**src/rtl/ps_lane_if.sv**
```systemverilog
// Lane-side signal bundle for ps_lane: striped byte input, serial output and status.
// The master modport belongs to the striping stage; the slave modport belongs to ps_lane.
interface ps_lane_if;
    logic [7:0] data_in;
    logic       valid_in;
    logic       data_out;
    logic       byte_req;
    logic       active;

    modport master (
        output data_in,
        output valid_in,
        input  data_out,
        input  byte_req,
        input  active
    );

    modport slave (
        input  data_in,
        input  valid_in,
        output data_out,
        output byte_req,
        output active
    );
endinterface

```
**src/rtl/ps_lane.sv**
```systemverilog
// Per-lane parallel-to-serial converter: sends SYNC_COUNT COM bytes after reset, then lane bytes.
// Define PS_LANE_LSB_FIRST_EN to serialise each byte LSB first (default is MSB first).
module ps_lane #(
    parameter logic [7:0]  IDLE_CHAR  = 8'hBC,
    parameter int unsigned SYNC_COUNT = 4
) (
    input  logic       clk_8f,
    input  logic       reset_L,
    ps_lane_if.slave   lane
);

    typedef enum logic [0:0] {
        StSync,
        StActive
    } state_e;

    state_e     state_q;
    logic [3:0] sync_cnt_q;
    logic       active_q;

    logic [2:0] cnt_q, cnt_d;
    logic [7:0] shreg_q, shreg_d;
    logic       load;
    logic [7:0] next_byte;
    logic [7:0] load_byte;

    assign load = (cnt_q == 3'd7);

    always_comb begin
        cnt_d     = cnt_q + 3'd1;
        next_byte = IDLE_CHAR;
        if (state_q == StActive && lane.valid_in) begin
            next_byte = lane.data_in;
        end
`ifdef PS_LANE_LSB_FIRST_EN
        load_byte = '0;
        for (int i = 0; i < 8; i++) begin
            load_byte[i] = next_byte[7-i];
        end
`else
        load_byte = next_byte;
`endif
        shreg_d = load ? load_byte : {shreg_q[6:0], 1'b0};
    end

    always_ff @(posedge clk_8f or negedge reset_L) begin
        if (!reset_L) begin
            cnt_q   <= 3'd0;
            shreg_q <= 8'h00;
        end else begin
            cnt_q   <= cnt_d;
            shreg_q <= shreg_d;
        end
    end

    // The edge that loads the last training COM is also the edge that enters StActive.
    always_ff @(posedge clk_8f or negedge reset_L) begin
        if (!reset_L) begin
            state_q    <= StSync;
            sync_cnt_q <= 4'd0;
            active_q   <= 1'b0;
        end else if (load) begin
            case (state_q)
                StSync: begin
                    sync_cnt_q <= sync_cnt_q + 4'd1;
                    if (sync_cnt_q == 4'(SYNC_COUNT - 1)) begin
                        state_q  <= StActive;
                        active_q <= 1'b1;
                    end
                end
                StActive: begin
                    state_q  <= StActive;
                    active_q <= 1'b1;
                end
                default: begin
                    state_q  <= StSync;
                    active_q <= 1'b0;
                end
            endcase
        end
    end

    assign lane.data_out = shreg_q[7];
    assign lane.byte_req = load;
    assign lane.active   = active_q;

endmodule

```
**src/flat_wrapper.sv**
```systemverilog
// flat-port wrapper written by rule: the top's interface ports become plain ports
module ps_lane_flat 
#(
    parameter logic [7:0]  IDLE_CHAR  = 8'hBC,
    parameter int unsigned SYNC_COUNT = 4
)
  (clk_8f, reset_L, lane_data_in, lane_valid_in, lane_data_out, lane_byte_req, lane_active);
  ps_lane_if lane_i ();
  input  logic clk_8f;
  input  logic reset_L;
  input wire logic [$bits(lane_i.data_in)-1:0] lane_data_in;
  input wire logic [$bits(lane_i.valid_in)-1:0] lane_valid_in;
  output wire logic [$bits(lane_i.data_out)-1:0] lane_data_out;
  output wire logic [$bits(lane_i.byte_req)-1:0] lane_byte_req;
  output wire logic [$bits(lane_i.active)-1:0] lane_active;
  assign lane_i.data_in = lane_data_in;
  assign lane_i.valid_in = lane_valid_in;
  assign lane_data_out = lane_i.data_out;
  assign lane_byte_req = lane_i.byte_req;
  assign lane_active = lane_i.active;
  ps_lane #(.IDLE_CHAR(IDLE_CHAR), .SYNC_COUNT(SYNC_COUNT)) u_core (.clk_8f(clk_8f), .reset_L(reset_L), .lane(lane_i));
endmodule
```
**config.mk**
```make
export PLATFORM = sky130hd
export DESIGN_NAME = ps_lane_flat
export DESIGN_NICKNAME = d
export VERILOG_FILES = /design/src/rtl/ps_lane_if.sv /design/src/rtl/ps_lane.sv /design/src/flat_wrapper.sv
export SDC_FILE = /design/constraint.sdc
export NUM_CORES = 1
export LEC_CHECK = 0
export CELL_PAD_IN_SITES_DETAIL_PLACEMENT = 1
export CELL_PAD_IN_SITES_GLOBAL_PLACEMENT = 2
export CORE_MARGIN = 8
export CORE_UTILIZATION = 30
export CTS_BUF_LIST = sky130_fd_sc_hd__clkbuf_2
export DETAILED_ROUTE_END_ITERATION = 16
export PLACE_DENSITY_LB_ADDON = 0.25
export SLEW_MARGIN = 20
export SYNTH_ARGS = -nofsm -noshare
export SYNTH_HDL_FRONTEND = slang
export SYNTH_SLANG_ARGS = --single-unit
```
**constraint.sdc**
```tcl
create_clock -name clk_8f -period 1.6 [get_ports clk_8f]
set_clock_uncertainty 0.2 [all_clocks]
set_input_delay 0.32 -clock clk_8f [delete_from_list [all_inputs] [get_ports clk_8f]]
set_output_delay 0.32 -clock clk_8f [all_outputs]
set_load 0.03 [all_outputs]
```
## Word-level counts from Yosys, hierarchy flattened

Cells that the tools add are included.

- Eq/ne operators: 3
- Add/sub/neg operators: 2
- Reductions and logical operators: 3
- Bitwise operators: 1
- Multiplexer cells: 6

Operators by type and width:

| operator | number |
|---|---|
| 2-to-1 mux 8 bit | 2 |
| adder 4 x 1 -> 4 bit (second input constant) | 1 |
| == test 4 x 2 -> 1 bit (second input constant) | 1 |
| one-hot mux 1 bit (2 select lines) | 2 |
| AND reduction 2 bit | 2 |
| adder 3 x 1 -> 3 bit (second input constant) | 1 |
| == test 3 bit (second input constant) | 1 |
| 2-to-1 mux 1 bit | 2 |
| inequality test 2 x 1 -> 1 bit (second input constant) | 1 |
| logical AND 1 bit | 1 |
| NOT 1 bit | 1 |

- Logic and storage cells: 20
- Output and inout port bits: 3
- Bits in registers: 17
- Input port bits: 11

## Logic depth before layout (Yosys ltp)

Gate-level depths: netlist (run 1).

- Depth in word-level cells: 3
- Gate-level depth with buffers: 5
- Depth with buffers taken out: 5

## Least setup slack after synthesis (run 1)

No wires, ideal clock.

- Kind: reg2reg
- Start point: register u_core.cnt_q[0]
- End point: register u_core.sync_cnt_q[1]
- Setup slack: -119 ps
- Buffers on the path: 0
- Clock period less this slack: 1719 ps
- Arrival time: 1394 ps
- Data required time: 1275 ps
- Cell stages (with the launch flop): 5
- Setup time: 125 ps
- Path through: dfrtp_1 > ha_1 > ha_1 > nor2b_4 > mux2_4

- Cells in the longest elaborated chain, start to end: 2

Ends and longest elaborated chain:

| element | line | source |
|---|---|---|
| start: declaration | ps_lane.sv:21 | `logic [2:0] cnt_q, cnt_d;` |
| start signal: assignment | ps_lane.sv:51 | `cnt_q <= cnt_d;` |
| == test 3 bit | ps_lane.sv:27 | `assign load = (cnt_q == 3'd7);` |
| via lane_byte_req | flat_wrapper.sv:14 | `output wire logic [$bits(lane_i.byte_req)-1:0] lane_byte_req;` |
| AND reduction 2 bit (no line) | - |  |
| end signal: assignment | ps_lane.sv:65 | `sync_cnt_q <= sync_cnt_q + 4'd1;` |
| end: declaration | ps_lane.sv:18 | `logic [3:0] sync_cnt_q;` |

The timed path passes the listed nets, and every way through them passes these cells.
A chain may end at the register's enable or synchronous reset.

## Worst setup path after layout (run 1)

- Start point: register u_core.cnt_q[0]
- End point: output lane_byte_req

- Cells in the longest elaborated chain, start to end: 1

Ends and longest elaborated chain:

| element | line |
|---|---|
| == test 3 bit | ps_lane.sv:27 |
| end: declaration | flat_wrapper.sv:14 |

No other way between the ends.

==> impl_metrics.yaml, run 1 <==
synthesis:
  synth.top_cell.area_share_pct: 62.5
  syn_area_per_cell_um2: 11.7
  synth_nets: 73
  yosysWarnings: 0
  yosysSeqAreaShare_pct: 62.5
  synth_cell_types: 17
  synth.largest_area_cell: "dfrtp_1"
  synth-seq-cells: 17
  synth_cells: 58
  yosys-top-cells-area: "dfrtp_1 (63%), ha_1 (7.4%), nor2_1 (6.1%)"
  synth.cell_area_um2: 681
sta:
  slew_headroom_pct: 66.1
  worstMarginPinSlew_ns: 0.509
  finalHoldViolCount: 0
  drv_slew: 0
  rsz0062_at_grt: "yes"
  fin_ws_ns: -0.0931
  finalSetupViolCount: 2
  fmax_mhz: 591
  fin_crit_sh_pct: 106
  holdWs_ns: 0.151
  post-route-min-period_ns: 1.69
placed_design:
  hpwlAfterDp_um: 897
  dp_slack_ns: -0.282
  place_congestion: 0.659
  place_area_um2: 866
  numPortBuffers: 13
  dp.cells: 100
worst_setup_path:
  critPathCaptureType: "output port"
  cp_cell_sequence: "ha_4 > ha_4 > buf_6"
  crit_top_cell: "ha_4"
  slowest_delay_ns: 0.44
  setup.worst_path.class: "reg -> out"
  cp-start-kind: "flop"
  path_delay_family: "flip-flops"
  crit_buf_inv: 1
  critPathRequiredTime_ns: 1.08
  crit_path_max_fanout: 2
  cp_slowest_cell: "dfrtp_1"
  worstPathArrival_ns: 1.17
route:
  dr.pass1.iters: 2
  drt_iter0_markers: 4
  viasPerCell: 4.51
  wirelength_um: 1280
  vias: 478
  wire_per_inst_um: 12.1
  drc_errors: 0
  antenna_left: 0
power:
  p_per_area_nw_per_um2: 753
  p_leak_nw: 0.414
  vdd_ir_drop_max_mv: 0.422
global_routing:
  grt_usage_pct: 7.06
  grt_overflow: 0
  grt_pass1_wl_um: 2210
  antenna_found_initial: 0
  grt_pass1_vias: 489
  grt_start_max_net_pins: 18
run_status:
  status: "complete, but fails checks"
  violations: "negative setup slack"
cells_and_area:
  area_growth_syn_to_layout_pct: 32.9
  drive_gt1_share_pct: 20.5
  fillers: 253
  final_area_um2: 905
  antenna_cells: 0
  final_nets: 94
  final_cells: 106
worst_hold_path:
  hp-class: "in -> async"
floorplanning:
  initial_core_util_pct: 31.4
  fp.dieH_um: 63.6
  rows: 17
  io_pins: 14
  die_w_um: 63.6
  dieArea_um2: 4050
  core_area_um2: 2170
clock_network:
  numCtsBuffers: 3
  cts.htree.levels: 1
  cts_tree: "built"
  path_clk_slew_ns: 0.15
  cts_sinks: 17
  worstSkewPairLatency_ns: 0.28
  clockBufferDepth: 2
  cts_root_buf: "clkbuf_2"
job:
  maxCapViolations: 0
==> synth_stat cells <==
master	count
o21ai_0	1
mux2_4	1
xor2_1	1
nand2b_1	1
nand2_1	5
nor2b_4	1
a21o_2	1
ha_1	4
nand4_1	1
dfrtp_1	17
o22ai_1	2
inv_1	3
a21oi_1	5
xnor2_1	2
nor2_1	11
nor3b_1	1
buf_4	1
==> cells in the final DEF, fill, tap and decap left out <==
cell / n
dfrtp_1: 17
nor2_1: 11
clkdlybuf4s50_1: 10
clkbuf_2: 6
nand2_1: 5
a21oi_1: 5
buf_4: 4
inv_1: 3
o22ai_1: 2
xnor2_1: 2
ha_4: 2
ha_1: 2
nor3b_1: 1
o21ai_0: 1
nand2b_1: 1
nor2b_4: 1
nand4_1: 1
a21o_2: 1
mux2_4: 1
xor2_1: 1
buf_6: 1
==> worst reg2reg max path, cell delays in order (launching register included) <==
cell,delay (ns)
dfrtp_1,0.44
ha_4,0.18
ha_4,0.15
buf_4,0.13
nor2b_4,0.13
mux2_4,0.29
==> per-stage QoR <==
step | power (mW) | setup TNS (ns) | utilization, %
finish | 0.681 | -0.108 | 41.7
global placement | 0.503 | -0.298 | 39.9
global route | 0.726 | -0.764 | 41.7
detailed placement | 0.503 | -0.348 | 39.9
floorplan | 0.462 | 0 | -
CTS | 0.698 | -0.181 | 41.3
==> cells by family (layout without fill, tap and decap cells) <==
| kind of cell | Yosys count | in the layout | share of synthesized area, % |
|---|---|---|---|
| AO/OA/AOI/OAI | 9 | 9 | 7.54 |
| XOR/XNOR | 3 | 3 | 3.86 |
| adder cells (fa/ha/maj) | 4 | 4 | 7.35 |
| buffers and inverters | 4 | 24 | 2.76 |
| flip-flops | 17 | 17 | 62.5 |
| multiplexers | 1 | 1 | 2.21 |
| AND/OR/NAND/NOR | 20 | 20 | 13.8 |
==> state kept, by name, indices dropped and copies added (netlist names) <==
name / cells
u_core.lane.active: 1
u_core.sync_cnt_q: 4
u_core.cnt_q: 3
u_core.state_q: 1
u_core.shreg_q: 8
==> final cells by class <==
cell class                 instances  area (µm²)  area share (%)
sequential                        17         425            47.0
timing repair buffer              17         151            16.7
tap                               28        35.0            3.87
multi-input combinational         37         262            28.9
inverter                           3        11.3            1.24
clock buffer                       4        20.0            2.21
==> final timing paths <==
check                           cells past startpoint                                to  slack [ns]                              from
max in group asynchronous                           2  u_core.sync_cnt_q[1]$_DFFE_PN0P_        0.86                           reset_L
worst min register to register                      1  u_core.sync_cnt_q[3]$_DFFE_PN0P_        0.29  u_core.sync_cnt_q[3]$_DFFE_PN0P_
worst max register to register                      5  u_core.sync_cnt_q[1]$_DFFE_PN0P_       -0.01         u_core.cnt_q[0]$_DFF_PN0_
worst min-delay path                                2       u_core.shreg_q[2]$_DFF_PN0_        0.15                           reset_L
worst max-delay path                                3                     lane_byte_req       -0.09         u_core.cnt_q[0]$_DFF_PN0_
min in group clk_8f                                 1  u_core.sync_cnt_q[3]$_DFFE_PN0P_        0.29  u_core.sync_cnt_q[3]$_DFFE_PN0P_
==> power breakdown <==
part	switching, mW	internal (mW)
registers	0.00214	0.438
clock network	0.122	0.0663
logic	0.0233	0.0288
==> routing by layer <==
metal | share of wire (%) | track usage (%)
met5 | 0 | 0
met4 | 1.6 | 4.18
met3 | 7.5 | 4.24
met2 | 47 | 10.9
met1 | 44 | 7.17
==> repair_timing <==
item / in CTS / in global routing
resized for setup: 11 / 4
endpoints found under the setup margin: 13 / 15
hold buffers: 0 / 0
pin swaps: 1 / 1
buffers inserted: 1 / 1
(Power assumes the default switching activity.)
==> inputs of run 2 (changes only) <==
--- a/config.mk
+++ b/config.mk
@@ -11,7 +11,7 @@
 export CORE_UTILIZATION = 30
 export CTS_BUF_LIST = sky130_fd_sc_hd__clkbuf_2
 export DETAILED_ROUTE_END_ITERATION = 16
-export PLACE_DENSITY_LB_ADDON = 0.25
+export PLACE_DENSITY = 0.75
 export SLEW_MARGIN = 20
 export SYNTH_ARGS = -nofsm -noshare
 export SYNTH_HDL_FRONTEND = slang
==> run 2 against run 1 <==
  * The flow still finishes with violations (negative setup slack)
  * Worst hold slack lost 0.013 ns
  * Die area is the same
  * Wire length grew 4.7%
  * Via count shrank 5.9%
  * Final area grew 0.97%
  * Sequential power is essentially flat
  * Highest routed layer unchanged
==> impl_metrics.yaml, run 2 (synthesis gave the netlist of run 1 again) <==
sta:
  fin_ws_ns: -0.0920
  slew_headroom_pct: 66.3
  holdWs_ns: 0.138
  drv_slew: 0
  fmax_mhz: 591
  rsz0062_at_grt: "yes"
  fin_crit_sh_pct: 106
  finalHoldViolCount: 0
  finalSetupViolCount: 2
  worstMarginPinSlew_ns: 0.505
  post-route-min-period_ns: 1.69
route:
  drt_iter0_markers: 5
  wire_per_inst_um: 12.8
  viasPerCell: 4.29
  drc_errors: 0
  antenna_left: 0
  dr.pass1.iters: 2
  wirelength_um: 1340
  vias: 450
floorplanning:
  die_w_um: 63.6
  io_pins: 14
  dieArea_um2: 4050
  rows: 17
  initial_core_util_pct: 31.4
  fp.dieH_um: 63.6
  core_area_um2: 2170
clock_network:
  cts.htree.levels: 1
  clockBufferDepth: 2
  cts_sinks: 17
  worstSkewPairLatency_ns: 0.28
  path_clk_slew_ns: 0.15
  numCtsBuffers: 3
  cts_root_buf: "clkbuf_2"
  cts_hold_buf: 0
  cts_tree: "built"
global_routing:
  antenna_found_initial: 0
  grt_start_max_net_pins: 18
  grt_pass1_wl_um: 2110
  grt_usage_pct: 6.71
  grt_overflow: 0
  grt_pass1_vias: 442
cells_and_area:
  drive_gt1_share_pct: 19.5
  fin_util_pct: 42.1
  final_nets: 93
  largest_reg_flops: 8
  area_growth_syn_to_layout_pct: 34.2
  largestRegisters: "u_core.shreg_q (8), u_core.sync_cnt_q (4), u_core.cnt_q (3)"
  antenna_cells: 0
  final_cell_mix: "dfrtp_1 (17), nor2_1 (11), clkdlybuf4s50_1 (10)"
  regMostFlops: "u_core.shreg_q"
  layout_commonest_cell: "dfrtp_1"
worst_setup_path:
  critPathRequiredTime_ns: 1.08
  worstPathArrival_ns: 1.17
  cp-start-kind: "flop"
  critPathCaptureType: "output port"
  setup.worst_path.class: "reg -> out"
  crit_path_max_fanout: 2
placed_design:
  dp_slack_ns: -0.278
  place_congestion: 0.636
  hpwlAfterDp_um: 991
  numPortBuffers: 13
power:
  p_per_area_nw_per_um2: 749
  vdd_ir_drop_max_mv: 0.443
  p_leak_nw: 0.411
run_status:
  status: "complete, but fails checks"
  violations: "negative setup slack"
job:
  maxCapViolations: 0
worst_hold_path:
  hp-class: "in -> async"
-- run 2: cell types whose count changed in the layout (fill, tap and decap cells not counted) --
| cell | previous run | this run |
|---|---|---|
| xor2_2 | 0 | 1 |
| buf_6 | 1 | 2 |
| xor2_1 | 1 | 0 |
| buf_4 | 4 | 2 |
| clkdlybuf4s15_1 | 0 | 1 |
| clkbuf_2 | 6 | 5 |
-- run 2: power by group --
part | switching (mW) | total, mW | internal, mW
Combinational | 0.0230 | 0.0524 | 0.0294
Sequential | 0.00216 | 0.441 | 0.438
Clock | 0.125 | 0.191 | 0.0663
-- run 2: area by class of cell --
class	instances	area [µm²]
clock buffer	4	20.0
fill	245	1260
inverter	3	11.3
multi-input combinational	37	269
sequential	17	425
tap	28	35.0
timing repair buffer	16	153
-- run 2: critical path, stage by stage (launching register included) --
cell	delay [ns]
dfrtp_1	0.43
ha_4	0.18
ha_4	0.15
buf_6	0.13
-- run 2: through the flow --
step	instances	cell area, µm²	TNS, ns	power [mW]
floorplan	58	693	0	0.462
global placement	101	873	-0.297	0.503
detailed placement	101	873	-0.400	0.504
CTS	105	906	-0.145	0.702
global route	105	913	-0.825	0.722
finish	105	913	-0.107	0.684
-- run 2: per-layer routing --
layer  GRT usage, %  vias to the layer above  wire [µm]
li1               -                      227          -
met1           7.94                      211        649
met2           8.87                       10        576
met3           4.59                        2        104
met4           3.34                        0          9
met5              0                        -          0
-- run 2: worst paths after layout --
path                                           start                               end  slack (ns)  cells after the start
min                                          reset_L       u_core.shreg_q[3]$_DFF_PN0_        0.14                      2
min reg2reg                u_core.cnt_q[0]$_DFF_PN0_         u_core.cnt_q[0]$_DFF_PN0_        0.28                      1
max reg2reg                u_core.cnt_q[0]$_DFF_PN0_  u_core.sync_cnt_q[1]$_DFFE_PN0P_       -0.02                      5
max in group asynchronous                    reset_L        u_core.state_q$_DFFE_PN0N_        0.88                      2
max                        u_core.cnt_q[0]$_DFF_PN0_                     lane_byte_req       -0.09                      3
min in group clk_8f        u_core.cnt_q[0]$_DFF_PN0_         u_core.cnt_q[0]$_DFF_PN0_        0.28                      1
-- run 2: repair_timing --
action,in CTS,in global routing
pin swaps,1,1
endpoints found under the setup margin,13,14
gates cloned,0,0
setup buffers,0,0
resized for setup,12,4
